**config.mk**
```make
export PLATFORM = sky130hd
export DESIGN_NAME = rgb_wheel_sequencer
export DESIGN_NICKNAME = d
export VERILOG_FILES = /design/src/rtl/rgb_wheel_pkg.sv /design/src/rtl/rgb_pwm.sv /design/src/rtl/rgb_wheel_sequencer.sv
export SDC_FILE = /design/constraint.sdc
export NUM_CORES = 1
export LEC_CHECK = 0
export BUFFER_PORTS_ARGS = -buffer_cell sky130_fd_sc_hd__buf_2
export CAP_MARGIN = 20
export CORE_ASPECT_RATIO = 0.6
export CORE_MARGIN = 5
export CORE_UTILIZATION = 45
export DETAILED_ROUTE_END_ITERATION = 12
export PLACE_DENSITY_LB_ADDON = 0.08
export SLEW_MARGIN = 40
export SYNTH_ARGS = -nofsm -noshare
export SYNTH_HDL_FRONTEND = slang
export SYNTH_SLANG_ARGS = --single-unit
```
**constraint.sdc**
```tcl
create_clock -name clk -period 2.5 [get_ports clk]
set_input_delay 0.125 -clock clk [delete_from_list [all_inputs] [get_ports clk]]
set_output_delay 0.125 -clock clk [all_outputs]
set_load 0.02 [all_outputs]
```
**src/rtl/rgb_wheel_pkg.sv**
```systemverilog
// Shared types and colour-wheel helpers for the RGB wheel sequencer.
package rgb_wheel_pkg;

    typedef enum logic [1:0] {
        OP_RUN        = 2'd0,
        OP_PAUSE      = 2'd1,
        OP_STEP       = 2'd2,
        OP_SET_BRIGHT = 2'd3
    } cmd_op_t;

    typedef enum logic {
        S_RUN   = 1'b0,
        S_PAUSE = 1'b1
    } seq_state_t;

    localparam int         NUM_PHASES = 6;
    localparam int         PHASE_W    = 3;
    localparam int         RGB_W      = 3;
    localparam logic [2:0] LAST_PHASE = 3'd5;

    // Lit mask ordered {R,G,B}, active-high.
    function automatic logic [RGB_W-1:0] phase_to_rgb(input logic [PHASE_W-1:0] phase);
        logic [RGB_W-1:0] mask;
        case (phase)
            3'd0:    mask = 3'b100;
            3'd1:    mask = 3'b110;
            3'd2:    mask = 3'b010;
            3'd3:    mask = 3'b011;
            3'd4:    mask = 3'b001;
            3'd5:    mask = 3'b101;
            default: mask = 3'b000;
        endcase
        return mask;
    endfunction

    function automatic logic [PHASE_W-1:0] phase_inc(input logic [PHASE_W-1:0] phase);
        return (phase >= LAST_PHASE) ? 3'd0 : phase + 3'd1;
    endfunction

endpackage

```
**src/rtl/rgb_pwm.sv**
```systemverilog
// Global-brightness PWM: free-running counter gates the lit mask onto active-low pins.
// Latency: pins reflect lit/bright/counter one cycle later (registered outputs).
// Backpressure: none; consumes inputs every cycle.
module rgb_pwm
    import rgb_wheel_pkg::*;
#(
    parameter int PWM_BITS = 8
) (
    input  logic                i_clk,
    input  logic                i_rst_n,
    input  logic [RGB_W-1:0]    i_lit,
    input  logic [PWM_BITS-1:0] i_bright,
    output logic [RGB_W-1:0]    o_rgb_n
);

    logic [PWM_BITS-1:0] r_pwm_cnt;
    logic [RGB_W-1:0]    r_rgb_n;
    logic                w_on;
    logic [RGB_W-1:0]    w_rgb_n_nxt;

    // Strict less-than: bright=0 is always dark, full scale leaves one dark slot.
    always_comb begin
        w_on        = (r_pwm_cnt < i_bright);
        w_rgb_n_nxt = ~(i_lit & {RGB_W{w_on}});
    end

    always_ff @(posedge i_clk or negedge i_rst_n) begin
        if (!i_rst_n) begin
            r_pwm_cnt <= '0;
            r_rgb_n   <= '1;
        end else begin
            r_pwm_cnt <= r_pwm_cnt + PWM_BITS'(1);
            r_rgb_n   <= w_rgb_n_nxt;
        end
    end

    assign o_rgb_n = r_rgb_n;

endmodule

```
**src/rtl/rgb_wheel_sequencer.sv**
```systemverilog
// Steps the RGB LED through a six-phase colour wheel with global PWM brightness.
// Latency: commands take effect the cycle after accept; pins lag phase by one cycle.
// Backpressure: cmd_ready is low only in reset; every command is single-cycle.
module rgb_wheel_sequencer
    import rgb_wheel_pkg::*;
#(
    parameter int CLK_HZ        = 12000000,
    parameter int STEPS_PER_SEC = 6,
    parameter int PWM_BITS      = 8
) (
    input  logic                clk,
    input  logic                rst_n,
    input  logic                cmd_valid,
    output logic                cmd_ready,
    input  logic [1:0]          cmd_op,
    input  logic [PWM_BITS-1:0] cmd_data,
    output logic [2:0]          phase,
    output logic                running,
    output logic                RGB_R,
    output logic                RGB_G,
    output logic                RGB_B
);

    localparam int STEP_TICKS = CLK_HZ / STEPS_PER_SEC;
    localparam int TICK_W     = (STEP_TICKS > 1) ? $clog2(STEP_TICKS) : 1;
    localparam logic [TICK_W-1:0] TICK_LAST = TICK_W'(STEP_TICKS - 1);

    seq_state_t          r_state;
    logic [PHASE_W-1:0]  r_phase;
    logic [TICK_W-1:0]   r_tick_cnt;
    logic [PWM_BITS-1:0] r_bright;
    logic                r_cmd_ready;

    seq_state_t          w_state_nxt;
    logic [PHASE_W-1:0]  w_phase_nxt;
    logic [TICK_W-1:0]   w_tick_nxt;
    logic [PWM_BITS-1:0] w_bright_nxt;
    cmd_op_t             w_op;
    logic                w_accept;
    logic                w_tc;
    logic                w_step;
    logic                w_freeze;
    logic [RGB_W-1:0]    w_lit;
    logic [RGB_W-1:0]    w_rgb_n;

    always_comb begin
        w_state_nxt  = r_state;
        w_phase_nxt  = r_phase;
        w_tick_nxt   = r_tick_cnt;
        w_bright_nxt = r_bright;

        w_op     = cmd_op_t'(cmd_op);
        w_accept = cmd_valid & r_cmd_ready;
        w_tc     = (r_state == S_RUN) && (r_tick_cnt == TICK_LAST);
        w_step   = w_accept && (w_op == OP_STEP);
        // A PAUSE freezes the count it sees, unless the terminal count wins this cycle.
        w_freeze = w_accept && (w_op == OP_PAUSE);

        if (w_step || w_tc) begin
            w_phase_nxt = phase_inc(r_phase);
            w_tick_nxt  = '0;
        end else if ((r_state == S_RUN) && !w_freeze) begin
            w_tick_nxt = r_tick_cnt + TICK_W'(1);
        end

        if (w_accept) begin
            case (w_op)
                OP_RUN:        w_state_nxt  = S_RUN;
                OP_PAUSE:      w_state_nxt  = S_PAUSE;
                OP_SET_BRIGHT: w_bright_nxt = cmd_data;
                default:       w_state_nxt  = r_state;
            endcase
        end
    end

    always_ff @(posedge clk or negedge rst_n) begin
        if (!rst_n) begin
            r_state     <= S_RUN;
            r_phase     <= '0;
            r_tick_cnt  <= '0;
            r_bright    <= '1;
            r_cmd_ready <= 1'b0;
        end else begin
            r_state     <= w_state_nxt;
            r_phase     <= w_phase_nxt;
            r_tick_cnt  <= w_tick_nxt;
            r_bright    <= w_bright_nxt;
            r_cmd_ready <= 1'b1;
        end
    end

    assign w_lit = phase_to_rgb(r_phase);

    rgb_pwm #(
        .PWM_BITS (PWM_BITS)
    ) u_pwm (
        .i_clk    (clk),
        .i_rst_n  (rst_n),
        .i_lit    (w_lit),
        .i_bright (r_bright),
        .o_rgb_n  (w_rgb_n)
    );

    assign cmd_ready = r_cmd_ready;
    assign phase     = r_phase;
    assign running   = (r_state == S_RUN);
    assign RGB_R     = w_rgb_n[2];
    assign RGB_G     = w_rgb_n[1];
    assign RGB_B     = w_rgb_n[0];

endmodule
```
==> metrics <==
status=finished clean; synthesized area per cell=10.51 sq um; synth-to-layout area growth=13.40%; die area=6799 sq um; synthesized area=2343 sq um; Final Skew=8.076 ps; syn nets=250; Worst-path clk slew=80 ps; Pins Over Slew Limit=0; WS Path Type=reg2reg; global-route wire length before repair=7776 microns; DRT Wirelength=4441 microns; crit end category=flip-flop; post-CTS setup buffers=0; Yosys cell types=38; cell taking the most area after synthesis=dfrtp_1; setup_tns=0 ps; Cell Chain, Critical Path=ha_1, nand4b_1, or4_4, or4_1, a21oi_1; register bit count reported by yosys=45; Worst Tran Pin Value=596.3 ps; Max-cap violations=0; filler instances=470; clk sinks=45; Worst EP required=2720 ps; max_slew headroom=60.00%; Combinational Power Share=26.3%; peak per-stage delay on the critical path=630 ps; Power per Cell Area=777.7 nW/um^2; power share of the clock group=26.0%; Initial Util=46.36%; placer congestion estimate=0.7620; port buffer count=20; maximum net fanout on the critical path=11; final hold viol count=0; CTS max path bufs=2; Layout Utilization=52.57%; hpwl dp=3320 microns; hold_ws=62.50 ps; core area=5055 sq um; RSZ-0062 raised after global routing=no; vias per inst=5.266; grt total ovfl=0; layout cells sized above 1=22.13%; synth warn=0; crit start category=flip-flop; chip width=103.2 microns; Mapped Cells=223; CTS Root Cell=clkbuf_8; Synth top area share=36.31%; Reg power frac=47.7%; Top Ports=21; HP Class=in2reg; sequential-to-total area share from yosys stat=48.64%; final setup vio count=0; Slowest-stage cell, CP=or4_4; Residual DRC=0; clk_lat worst skew=290 ps; f_max=0.4995 GHz; Layout Nets=279; height of the die=65.90 microns; peak supply drop=0.4307 mV; CP arrival=2220 ps; TritonCTS Buffers=5; ant diodes=0; site row count=20; H-tree levels=2; Net Sw Power=0.0006465 W; Area contributors post-synth=dfrtp_1 36%, dfstp_2 12%, ha_1 7.5%; Pint=0.001420 W; 1st-pass router iterations=4; initial antenna violation count=0; WL/cell=13.92 microns; All-Layer GR Usage=14.91%; Detailed Route Iter0 Violations=87; leakage=1.200 nW; largest net degree at the start of global routing=43; routed via count=1680; fin crit share=80.08%; crit path time final=2002 ps; TritonCTS clock tree=done; DRT antenna net count=0; via count of the first global-routing pass=1566; switch share=31.28%
## critical path: cells and delay by family (launching register included)
family	cells	cell delay, ps
DFF	1	400
adders and majority gates	1	190
AOI/OAI and AO/OA	1	160
and+or+nand+nor	3	1180
## layout make-up
class / count / area, sq um / share of cell area, %
flip-flops and latches: 45 / 1140 / 42.89
multi-input cells: 157 / 1110 / 41.76
repair buffers: 27 / 157.7 / 5.932
well taps: 66 / 82.58 / 3.107
clock buffers: 6 / 72.57 / 2.731
inverters: 16 / 60.06 / 2.260
clock inverters: 2 / 35.03 / 1.318
## cell usage in the layout, fill, tap and decap left out, types with 2 or more instances in the layout
master | Yosys | layout
nor2_1 | 14 | 14
nor4_1 | 2 | 2
xor2_1 | 4 | 4
buf_4 | 0 | 7
ha_1 | 14 | 14
or3_1 | 8 | 8
and4b_1 | 2 | 2
o31ai_1 | 4 | 4
or4_1 | 5 | 5
nand4b_1 | 3 | 3
buf_2 | 0 | 19
xnor2_1 | 11 | 11
nand3_1 | 10 | 10
nand4_1 | 5 | 5
o21ai_0 | 12 | 12
a21o_1 | 4 | 4
inv_1 | 16 | 16
and3_1 | 4 | 4
and4_1 | 3 | 3
nand2b_1 | 3 | 3
a21oi_1 | 12 | 12
dfstp_2 | 11 | 11
mux2_2 | 8 | 8
mux2i_1 | 3 | 3
nand2_1 | 12 | 12
o211ai_1 | 3 | 3
clkbuf_8 | 0 | 5
dfrtp_1 | 34 | 34
## routing by layer
| layer | routed length [microns] | GRT usage, % | part of all wire, % | up-vias |
|---|---|---|---|---|
| li1 | - | - | - | 854 |
| met1 | 2572 | 24.57 | 58 | 790 |
| met2 | 1619 | 18.05 | 36 | 31 |
| met3 | 210 | 4.320 | 4.7 | 5 |
| met4 | 38 | 3.877 | 0.86 | 0 |
| met5 | 0 | 0 | 0 | - |
## power groups by stage
stage | sequential, W | combinational [W] | clock [W]
after floorplan | 0.00104 | 0.000330 | 0
after global placement | 0.000995 | 0.000548 | 0
after detailed placement | 0.000998 | 0.000550 | 0
after CTS | 0.000983 | 0.000555 | 0.000559
after global routing | 0.00101 | 0.000628 | 0.000601
final | 0.000985 | 0.000544 | 0.000538
## timing repair
action / in CTS / in global routing
gates resized for setup: 0 / 0
hold buffers: 1 / 0
endpoints found under the hold margin: 34 / 0
## state kept, by name, indices dropped and copies added (netlist names)
signal and cells:
r_tick_cnt 21, r_bright 8, u_pwm.r_pwm_cnt 8, phase 3
u_pwm.o_rgb_n 3, cmd_ready 1, r_state 1
## final timing paths
kind,endpoint,slack [ps],start,depth (start not counted)
max,r_tick_cnt[20]$_DFFE_PN0P_,500,r_tick_cnt[0]$_DFFE_PN0P_,5
min reg2reg,u_pwm.r_pwm_cnt[7]$_DFF_PN0_,480,u_pwm.r_pwm_cnt[7]$_DFF_PN0_,1
max in group asynchronous,r_bright[4]$_DFFE_PN1P_,1550,rst_n,3
min,r_bright[2]$_DFFE_PN1P_,60,cmd_data[2],2
max reg2reg,r_tick_cnt[20]$_DFFE_PN0P_,500,r_tick_cnt[0]$_DFFE_PN0P_,5
min in group asynchronous,r_tick_cnt[5]$_DFFE_PN0P_,340,rst_n,2
## logic make-up after synthesis
kind of cell	Yosys count	synth area share (%)
other	1	0.1600
AO/OA/AOI/OAI	40	10.52
buffers and inverters	21	4.004
XOR/XNOR	15	5.606
flip-flops	45	48.64
AND/OR/NAND/NOR	76	18.47
multiplexers	11	5.126
adder cells (fa/ha/maj)	14	7.475
## through the flow
stage / setup slack (ps) / instances / instance area (sq um) / power, W
CTS: 492.2 / 319 / 2658 / 0.002098
finish: 498.1 / 319 / 2658 / 0.002067
detailed placement: 510.5 / 310 / 2540 / 0.001548
floorplan: 401.1 / 223 / 2344 / 0.001369
global placement: 534.5 / 310 / 2537 / 0.001543
global route: 376.8 / 319 / 2658 / 0.002239
## synthesized netlist by cell type
| cell type | n |
|---|---|
| or3_1 | 8 |
| o21ba_2 | 1 |
| xnor2_1 | 11 |
| nand4_1 | 5 |
| dfstp_2 | 11 |
| o211ai_1 | 3 |
| xor2_1 | 4 |
| inv_1 | 16 |
| nand4b_1 | 3 |
| ha_1 | 14 |
| nor4b_1 | 1 |
| mux2_2 | 8 |
| a31oi_1 | 1 |
| clkbuf_1 | 3 |
| and4_1 | 3 |
| nor2_1 | 14 |
| and2_1 | 1 |
| a21o_1 | 4 |
| or4_1 | 5 |
| nor3_1 | 1 |
| conb_1 | 1 |
| a21oi_1 | 12 |
| and3_1 | 4 |
| a211oi_1 | 1 |
| o31ai_1 | 4 |
| o21bai_1 | 1 |
| buf_6 | 2 |
| or4_4 | 1 |
| o22ai_2 | 1 |
| nand2b_1 | 3 |
| nand2_1 | 12 |
| nand3_1 | 10 |
| and4b_1 | 2 |
| mux2i_1 | 3 |
| nor4_1 | 2 |
| o21ai_0 | 12 |
| or2_2 | 1 |
| dfrtp_1 | 34 |
No activity file was read; power rests on OpenSTA's default activity.
